[config.mk]
export PLATFORM = sky130hd
export DESIGN_NAME = mem_port_arbiter
export DESIGN_NICKNAME = d
export VERILOG_FILES = /design/src/rtl/risc16_mem_pkg.sv /design/src/rtl/rr_arb2.sv /design/src/rtl/mem_port_arbiter.sv
export SDC_FILE = /design/constraint.sdc
export NUM_CORES = 1
export LEC_CHECK = 0
export BUFFER_PORTS_ARGS = -buffer_cell sky130_fd_sc_hd__buf_2
export CAP_MARGIN = 30
export CORE_ASPECT_RATIO = 0.7
export CORE_MARGIN = 2
export CORE_UTILIZATION = 50
export DETAILED_ROUTE_END_ITERATION = 10
export PLACE_DENSITY = 0.81
export SLEW_MARGIN = 20
export SYNTH_ARGS = -nofsm -noshare
export SYNTH_HDL_FRONTEND = slang
export SYNTH_SLANG_ARGS = --single-unit
[constraint.sdc]
create_clock -name clk -period 5.44 [get_ports clk]
set_input_delay 0.816 -clock clk [delete_from_list [all_inputs] [get_ports clk]]
set_output_delay 0.816 -clock clk [all_outputs]
set_load 0.01 [all_outputs]
[src/rtl/risc16_mem_pkg.sv]
// Shared types and constants for the program/data RAM port arbiter.
package risc16_mem_pkg;

   localparam int unsigned AW_DEF = 8;
   localparam int unsigned DW_DEF = 16;

   // Wait counter width; holds WAIT_CYC-1 for WAIT_CYC in 1..7.
   localparam int unsigned CNT_W  = 3;

   localparam logic OWN_CPU = 1'b0;
   localparam logic OWN_DBG = 1'b1;

   typedef enum logic [1:0] {
      ST_IDLE   = 2'd0,
      ST_ACCESS = 2'd1,
      ST_WAIT   = 2'd2,
      ST_ACK    = 2'd3
   } arb_state_t;

endpackage

[src/rtl/rr_arb2.sv]
// Two-way round-robin picker; req[0] is the CPU, req[1] is the debug master.
module rr_arb2
   import risc16_mem_pkg::*;
(
   input  logic [1:0] i_req,
   input  logic       i_last_owner,
   output logic       o_grant_valid_c,
   output logic       o_grant_id_c
);

   // On a tie, the master that did not own the last access wins.
   always_comb begin
      o_grant_valid_c = |i_req;
      o_grant_id_c    = OWN_CPU;
      if (i_req == 2'b11) begin
         o_grant_id_c = ~i_last_owner;
      end else if (i_req[1]) begin
         o_grant_id_c = OWN_DBG;
      end
   end

endmodule

[src/rtl/mem_port_arbiter.sv]
// Arbitrates the single-port RAM between the CPU and the debug/loader
// master and sequences each access: address phase, read wait, capture, ack.
module mem_port_arbiter
   import risc16_mem_pkg::*;
#(
   parameter int unsigned AW       = AW_DEF,
   parameter int unsigned DW       = DW_DEF,
   parameter int unsigned WAIT_CYC = 1
)(
   input  logic          clk,
   input  logic          reset,
   input  logic          cpu_req,
   input  logic          cpu_we,
   input  logic [AW-1:0] cpu_addr,
   input  logic [DW-1:0] cpu_wdata,
   output logic [DW-1:0] cpu_rdata,
   output logic          cpu_ack,
   output logic          cpu_stall,
   input  logic          dbg_req,
   input  logic          dbg_we,
   input  logic [AW-1:0] dbg_addr,
   input  logic [DW-1:0] dbg_wdata,
   output logic [DW-1:0] dbg_rdata,
   output logic          dbg_ack,
   output logic          mem_en,
   output logic          mem_we,
   output logic [AW-1:0] mem_addr,
   output logic [DW-1:0] mem_wdata,
   input  logic [DW-1:0] mem_rdata,
   output logic          owner,
   output logic          busy
);

   arb_state_t       r_state;
   logic             r_last_owner;
   logic             r_owner;
   logic             r_we;
   logic [AW-1:0]    r_addr;
   logic [DW-1:0]    r_wdata;
   logic [CNT_W-1:0] r_cnt;
   logic             r_mem_en;
   logic             r_mem_we;
   logic             r_cpu_ack;
   logic             r_dbg_ack;
   logic [DW-1:0]    r_cpu_rdata;
   logic [DW-1:0]    r_dbg_rdata;
   logic             r_busy;

   logic             w_grant_valid;
   logic             w_grant_id;
   logic             w_sel_we;
   logic [AW-1:0]    w_sel_addr;
   logic [DW-1:0]    w_sel_wdata;

   rr_arb2 u_rr_arb2 (
      .i_req           ({dbg_req, cpu_req}),
      .i_last_owner    (r_last_owner),
      .o_grant_valid_c (w_grant_valid),
      .o_grant_id_c    (w_grant_id)
   );

   // Access fields of whichever master the picker selects this cycle.
   assign w_sel_we    = (w_grant_id == OWN_DBG) ? dbg_we    : cpu_we;
   assign w_sel_addr  = (w_grant_id == OWN_DBG) ? dbg_addr  : cpu_addr;
   assign w_sel_wdata = (w_grant_id == OWN_DBG) ? dbg_wdata : cpu_wdata;

   // Access sequencer; strobes and acks are registered so they line up with the state they belong to.
   always_ff @(posedge clk or negedge reset) begin
      if (!reset) begin
         r_state      <= ST_IDLE;
         r_last_owner <= OWN_DBG;
         r_owner      <= OWN_CPU;
         r_we         <= 1'b0;
         r_addr       <= '0;
         r_wdata      <= '0;
         r_cnt        <= '0;
         r_mem_en     <= 1'b0;
         r_mem_we     <= 1'b0;
         r_cpu_ack    <= 1'b0;
         r_dbg_ack    <= 1'b0;
         r_cpu_rdata  <= '0;
         r_dbg_rdata  <= '0;
         r_busy       <= 1'b0;
      end else begin
         r_mem_en  <= 1'b0;
         r_mem_we  <= 1'b0;
         r_cpu_ack <= 1'b0;
         r_dbg_ack <= 1'b0;
         case (r_state)
            ST_IDLE: begin
               if (w_grant_valid) begin
                  r_owner  <= w_grant_id;
                  r_we     <= w_sel_we;
                  r_addr   <= w_sel_addr;
                  r_wdata  <= w_sel_wdata;
                  r_mem_en <= 1'b1;
                  r_mem_we <= w_sel_we;
                  r_busy   <= 1'b1;
                  r_state  <= ST_ACCESS;
               end
            end
            ST_ACCESS: begin
               if (r_we) begin
                  if (r_owner == OWN_DBG) r_dbg_ack <= 1'b1;
                  else                    r_cpu_ack <= 1'b1;
                  r_state <= ST_ACK;
               end else begin
                  r_cnt   <= CNT_W'(WAIT_CYC - 1);
                  r_state <= ST_WAIT;
               end
            end
            ST_WAIT: begin
               if (r_cnt == '0) begin
                  if (r_owner == OWN_DBG) begin
                     r_dbg_rdata <= mem_rdata;
                     r_dbg_ack   <= 1'b1;
                  end else begin
                     r_cpu_rdata <= mem_rdata;
                     r_cpu_ack   <= 1'b1;
                  end
                  r_state <= ST_ACK;
               end else begin
                  r_cnt <= r_cnt - CNT_W'(1);
               end
            end
            ST_ACK: begin
               r_last_owner <= r_owner;
               r_busy       <= 1'b0;
               r_state      <= ST_IDLE;
            end
            default: begin
               r_busy  <= 1'b0;
               r_state <= ST_IDLE;
            end
         endcase
      end
   end

   assign cpu_rdata = r_cpu_rdata;
   assign cpu_ack   = r_cpu_ack;
   assign dbg_rdata = r_dbg_rdata;
   assign dbg_ack   = r_dbg_ack;
   assign mem_en    = r_mem_en;
   assign mem_we    = r_mem_we;
   assign mem_addr  = r_addr;
   assign mem_wdata = r_wdata;
   assign owner     = r_owner;
   assign busy      = r_busy;

   // CPU sequencer hold: pending request not yet acknowledged.
   assign cpu_stall = cpu_req & ~r_cpu_ack;

endmodule

==> impl_results.md, run 1 <==
* Status: completed
* Fin crit period at between 2 and 2.5 ns
* Core ar. at 5813 µm²
* Critical path required time at 5.65 ns
* Setup TNS at 0 ns
* GRT Util Overall at 22.16%
* Cell family with most CP delay: buffers and inverters
* Antenna cell count at 0
* Worst path bufs/invs at 3
* # IOs at 133
* Total CTS buffers at 9
* Latest clock arrival within the worst-skew pair at between 0.3 and 0.4 ns
* # setup viols final at 0
* Root buffer selected by CTS: clkbuf_8
* Crit-path slowest cell: nor3_4
* Nets@finish at 481
* Post-synth top flop: dfrtp_1
* Slew of the pin with the lowest slew margin at 0.8555 ns
* Synth warnings at 0
* Most used cell, CP: inv_1
* Ys async rst share at 100.0%
* Commonest cells after routing, fill and taps aside: buf_2, dfrtp_1, a21oi_1
* Hold violation count in the final report at 0
* Slew margin rel. at 42.97%
* CTS tree: built
* Cell Area, Placed at 3757 µm²
* Post-DP HPWL at just over 5 mm
* Share of layout cells above drive strength 1 at 47.56%
* Number of max-cap violations at 0
* Post-synth EDFFs at 0
* Initial antenna violation count at 0
* Worst Setup Start Kind: flop
* Initial DRC Count at ~90
* Routed met2 length at 3.247 mm
* Via/cell ratio at 5.159
* Vias in the first global route at 2509
* Worst-path clk slew at 0.08 ns
* Die Ht at 69.47 µm
* Slew Limit Fails at 0
* Critical path depth at 6
* Post-route cell area at approximately 4000 µm²
* Static Leak at between 0.0015 and 0.002 µW
* Worst hold slack at around 0.50 ns
* Worst r2r dst: cpu_rdata[5]
* H-tree Lvls at 3
* Met3 wire length at 581 µm
* Arrival @ worst endpoint at 2.46 ns
* Number of synthesized register bits at 69
* Worst clock skew at between 0.007 and 0.008 ns
* CP max FO at 11
* Largest net degree at the start of global routing at 70
* Remaining Overflow, GRT at 0
* FF-to-FF path depth at 6
* Clock sinks at between 60 and 70
* Placed instance count at 467
* CP startpoint: r_state[0]
* Final cell count without fillers at 485
* Post-CTS resize count at 0
* Syn Nets at 347
* Avg Cell Area, Syn at 11.30 µm²
* Setup crit end: cpu_rdata[5]
* DRC violations left at 0
* Worst Setup End Kind: flop
* Layout area overhead at 30.12%
* Number of distinct library cells after synthesis at 36
* Top Layer Used: met4
* Metal-1 WL at 3.280 mm
* Final worst setup slack at 3.192 ns
* Crit-path cells: inv_1 -> ha_1 -> inv_1 -> nor3_4 -> buf_6 -> mux2_2
* Post-synthesis sequential area ratio at between 50% and 60%
* Largest incremental delay on the critical path at 0.45 ns
* DR pass1 iterations at 4
* RSZ-0062 raised after global routing: no
* Port bufs at 132
* Setup Fix Bufs, Post-CTS at 0
* Global-route wire length before repair at between 10 and 15 mm
* WS Path Type: reg2reg
* HP Class: reg2reg
* DP Worst Slack at 2.966 ns
* CTS Hold Bufs at 0
* Drt total wl at about 7.2 mm
* Gp weighted congestion at 0.8066
* Worst vdd ir at 0.2718 mV
* Achievable frequency at 444.9 MHz
* Pwr dens at 586.1 nW/µm²
* Gate Count Post-Synth at roughly 270
* FP Rows at 23
* Avg WL per Cell at 14.78 µm
* ANT nets after route at 0
* Final period utilization at 41.32%
* Vias at 2502
* Synthesized cell area at 3062 µm²
* R2R Setup Slk at 3.19 ns
* Clk buf depth at 2
* Die area at between 6000 and 7000 µm²
* Die width at 97.53 µm
* Commonest non-fill, non-tap cell in the layout: buf_2
* Reg2reg start: r_state[0]
* Starting Density at 52.67%
==> worst min-delay path by stage <==
stage / start / endpoint / slack (ns) / cells past startpoint
after floorplan: r_cnt[1] / r_cnt[1] / 0.47 / 2
after global placement: dbg_rdata[11] / dbg_rdata[11] / 0.48 / 1
after detailed placement: dbg_rdata[11] / dbg_rdata[11] / 0.49 / 1
after CTS: dbg_rdata[11] / dbg_rdata[11] / 0.51 / 1
after global routing: dbg_rdata[7] / dbg_rdata[7] / 0.51 / 1
final: dbg_rdata[11] / dbg_rdata[11] / 0.50 / 1
==> cells in the mapped netlist (2+ instances only) <==
cell type  count  share of area (%)
o31ai_1        2               0.49
nand2_1       28                3.4
ha_1           6                2.5
nor2_1        31                3.8
mux2_4        10                4.9
nor2b_1        4               0.82
a21oi_1       51                8.3
buf_4          2               0.49
mux2i_1        2               0.65
mux2_2        24                8.8
buf_2          7                1.1
clkbuf_1       3               0.37
o21ai_0        4               0.65
nor3b_1        2               0.49
dfrtp_1       68                 56
inv_1          7               0.86
==> report_power, final <==
part           internal (µW)  switching, µW  total (µW)
Combinational            489            522        1010
Sequential               766            142         908
Clock                    222            193         416
Total                   1480            857        2330
==> kinds of logic after synthesis <==
family	after synthesis	synth area share [%]
mux	36	14.38
fa+ha+maj	6	2.452
flops	69	56.44
compound gates	65	11.77
buf+inv	21	3.882
simple gates	74	11.07
==> layout make-up <==
cell class	count	area, µm²
fillers	443	1829
flip-flops and latches	69	1728
multi-input cells	181	1215
repair buffers	137	720.7
clock buffers	10	137.6
well taps	75	93.84
clock inverters	6	62.56
inverters	7	26.28
==> registers in the layout, summed over array words and instances (netlist names) <==
register / flops
mem_addr: 8
mem_en: 1
busy: 1
r_state: 2
cpu_ack: 1
owner: 1
mem_wdata: 16
dbg_rdata: 16
r_last_owner: 1
cpu_rdata: 16
mem_we: 1
r_we: 1
dbg_ack: 1
r_cnt: 3
==> stage by stage <==
step	util [%]	power (µW)
5_1_grt	68.53	2509
4_1_cts	68.08	2346
2_1_floorplan	-	1544
6_report	68.53	2335
3_3_place_gp	64.18	1879
3_5_place_dp	64.64	1923
==> per-layer routing <==
layer	vias to the layer above	track usage, %
met2	114	33.95
met1	1183	30.67
met5	-	0
li1	1198	-
met3	7	6.956
met4	0	6.481
Power figures use the tool's default switching activity.
==> inputs of run 2 (changes only) <==
ABC_AREA = 1   (was default)
CORE_UTILIZATION = 43   (was 50)
PLACE_DENSITY = 0.72   (was 0.81)
clock period = 1.92 ns   (was 5.44 ns; I/O delays follow)
==> run 2 against run 1 <==
Net effect:
- maximum frequency increased by 39%
- area after synthesis rose by 5.9%
- count of clock-buffer cells in the layout is 1 higher
- combinational power rose to 2.8 times the previous value
- non-clock buffer count is 3 higher
- utilization is 12 points lower
- flip-flop and latch count is the same
- clock power rose to 2.7 times the previous value
- final cell count increased by 31%
==> impl_results.md, run 2 <==
* Arrival @ worst endpoint at 1.83 ns
* Slew margin rel. at 75.66%
* Largest net degree at the start of global routing at 70
* Worst-path clk slew at approximately 0.080 ns
* Avg WL per Cell at 12.84 µm
* DP Worst Slack at 0.3194 ns
* Worst path bufs/invs at 2
* GRT Util Overall at 20.63%
* H-tree Lvls at 3
* Fin crit period at 1.616 ns
* Layout area overhead at 27.97%
* Initial DRC Count at 151
* Post-synthesis sequential area ratio at 53.28%
* Nets@finish at 609
* Achievable frequency at ~620 MHz
* Worst Setup Start Kind: flop
* CTS tree: built
* Total power at 6435 µW
* Remaining Overflow, GRT at 0
* RSZ-0062 raised after global routing: no
* Commonest cells after routing, fill and taps aside: nand2_1, buf_2, dfrtp_1
* Port bufs at about 130
* Status: completed
* Crit-path cells: inv_1 -> ha_1 -> nand3_4 -> buf_4 -> o21ai_0 -> nand2_1
* Post-synth top flop: dfrtp_1
* Number of synthesized register bits at 69
* Vias in the first global route at 2952
* Syn Nets at 477
* Share of layout cells above drive strength 1 at 30.30%
* Ys async rst share at between 90% and 100%
* Latest clock arrival within the worst-skew pair at 0.34 ns
* Fill cells at ~700
* Worst vdd ir at 0.6921 mV
* Setup TNS at 0 ns
* Footprint of the multi-input gates at roughly 1300 µm²
* Vias at 3078
* Gate Count Post-Synth at 401
* Number of distinct library cells after synthesis at 22
* DRC violations left at 0
* Die width at 107.8 µm
* Critical path required time at between 2 and 2.5 ns
* Post-DP HPWL at 5.918 mm
* FP Rows at 26
* WS Path Type: reg2reg
* Synth warnings at 0
* Total CTS buffers at 9
* Worst Setup End Kind: flop
* Post-synth EDFFs at 0
* Min-Delay Path Depth at 3
* Largest incremental delay on the critical path at 0.42 ns
* Count leader, synth: nand2_1
* Antenna cell count at 0
* Final period utilization at 84.15%
* Hold violation count in the final report at 0
* Slew of the pin with the lowest slew margin at ~0.36 ns
* HP Class: in2reg
* Number of max-cap violations at 0
* Drt total wl at between 8 and 9 mm
* Worst clock skew at 0.01081 ns
* Area share of the largest cell type after synthesis at 52.47%
* Root buffer selected by CTS: clkbuf_8
* Global-route wire length before repair at 13.48 mm
* Core ar. at about 7300 µm²
* Commonest non-fill, non-tap cell in the layout: nand2_1
* Clock sinks at 69
* # setup viols final at 0
* Avg Cell Area, Syn at about 8 µm²
* Synthesized cell area at 3243 µm²
* Crit-path slowest cell: dfrtp_1
* Initial antenna violation count at 0
* Pwr dens at approximately 1600 nW/µm²
* Final cell count without fillers at 636
* Slew Limit Fails at 0
* Clk buf depth at 2
* Gp weighted congestion at 0.8395
* Register area at 1728 µm²
* Post-CTS resize count at 0
* Placed instance count at 619
* DR pass1 iterations at 5
* Most instantiated cells after synthesis: nand2_1, dfrtp_1, o21ai_0, nand3_1, inv_1
* Via/cell ratio at 4.840
* Die Ht at 76.66 µm
* Post-synth top area cell: dfrtp_1
* Die area at slightly above 8000 µm²
* Cell family with most CP delay: flip-flops
* Final worst setup slack at 0.3044 ns
* ANT nets after route at 0
* FF-to-FF path depth at 6
* Critical path depth at 6
* Starting Density at 44.31%
* Static Leak at 0.002414 µW
* CP max FO at 28
* # IOs at 133
* Top post-synthesis cells by area: dfrtp_1, nand2_1, o21ai_0
==> run 2: cell count changes after synthesis, moves of 7 or more <==
| cell | previous run | this run |
|---|---|---|
| nand2_1 | 28 | 210 |
| nor2_1 | 31 | 9 |
| mux2_4 | 10 | 0 |
| nand3_1 | 0 | 27 |
| mux2_2 | 24 | 0 |
| o21ai_0 | 4 | 35 |
| a21oi_1 | 51 | 1 |
| inv_1 | 7 | 14 |
==> run 2: worst min-delay path, cell delays in order <==
cell,delay (ns)
buf_2,0.09
nand2_1,0.05
nand2_1,0.05
==> run 2: what timing repair did <==
item / in CTS / in global routing
hold buffers: 1 / 0
hold endpoints to repair: 68 / 0
setup buffers: 0 / 0
setup endpoints to repair: 0 / 0
==> run 2: layout make-up <==
cell class / count / share of cell area, %
Multi-Input combinational cell: 297 / 31.75
Sequential cell: 69 / 41.63
Tap cell: 98 / 2.954
Inverter: 16 / 1.507
Timing Repair Buffer: 140 / 17.73
Clock inverter: 5 / 1.266
Clock buffer: 11 / 3.166
==> run 2: power breakdown <==
group	internal [µW]	switching [µW]
registers	2140	368
clock network	594	515
logic	1040	1780
total	3770	2670
==> run 2: path summary, 6_finish.rpt <==
path,startpoint,endpoint,slack [ns]
setup / recovery,r_state[0],cpu_rdata[12],0.30
hold / removal,mem_rdata[14],cpu_rdata[14],0.17
setup reg to reg,r_state[0],cpu_rdata[12],0.30
hold reg to reg,mem_wdata[6],mem_wdata[6],0.47
max in group asynchronous,reset,r_last_owner,1.10
min in group asynchronous,reset,mem_addr[6],0.50
==> run 2: kinds of logic after synthesis <==
group | share of synthesized area, %
AND/OR/NAND/NOR | 32.48
flip-flops | 53.28
AO/OA/AOI/OAI | 5.555
buffers and inverters | 6.096
adder cells (fa/ha/maj) | 2.315
XOR/XNOR | 0.2701
==> run 2: metrics by stage <==
step	instance area [µm²]	utilization (%)	hold WS (ns)
floorplan	3243	-	-0.007591
detailed placement	3956	54.05	0.3402
global placement	3956	54.05	0.3331
finish	4150	56.70	0.1685
global route	4150	56.70	0.1555
CTS	4150	56.70	0.1439
==> run 2: per-layer routing <==
metal,global-route usage [%],vias up,routed length [µm]
met1,27.58,1452,3833
met2,31.45,106,3733
li1,-,1510,-
met5,0,-,0
met3,6.803,10,479
met4,7.436,0,121
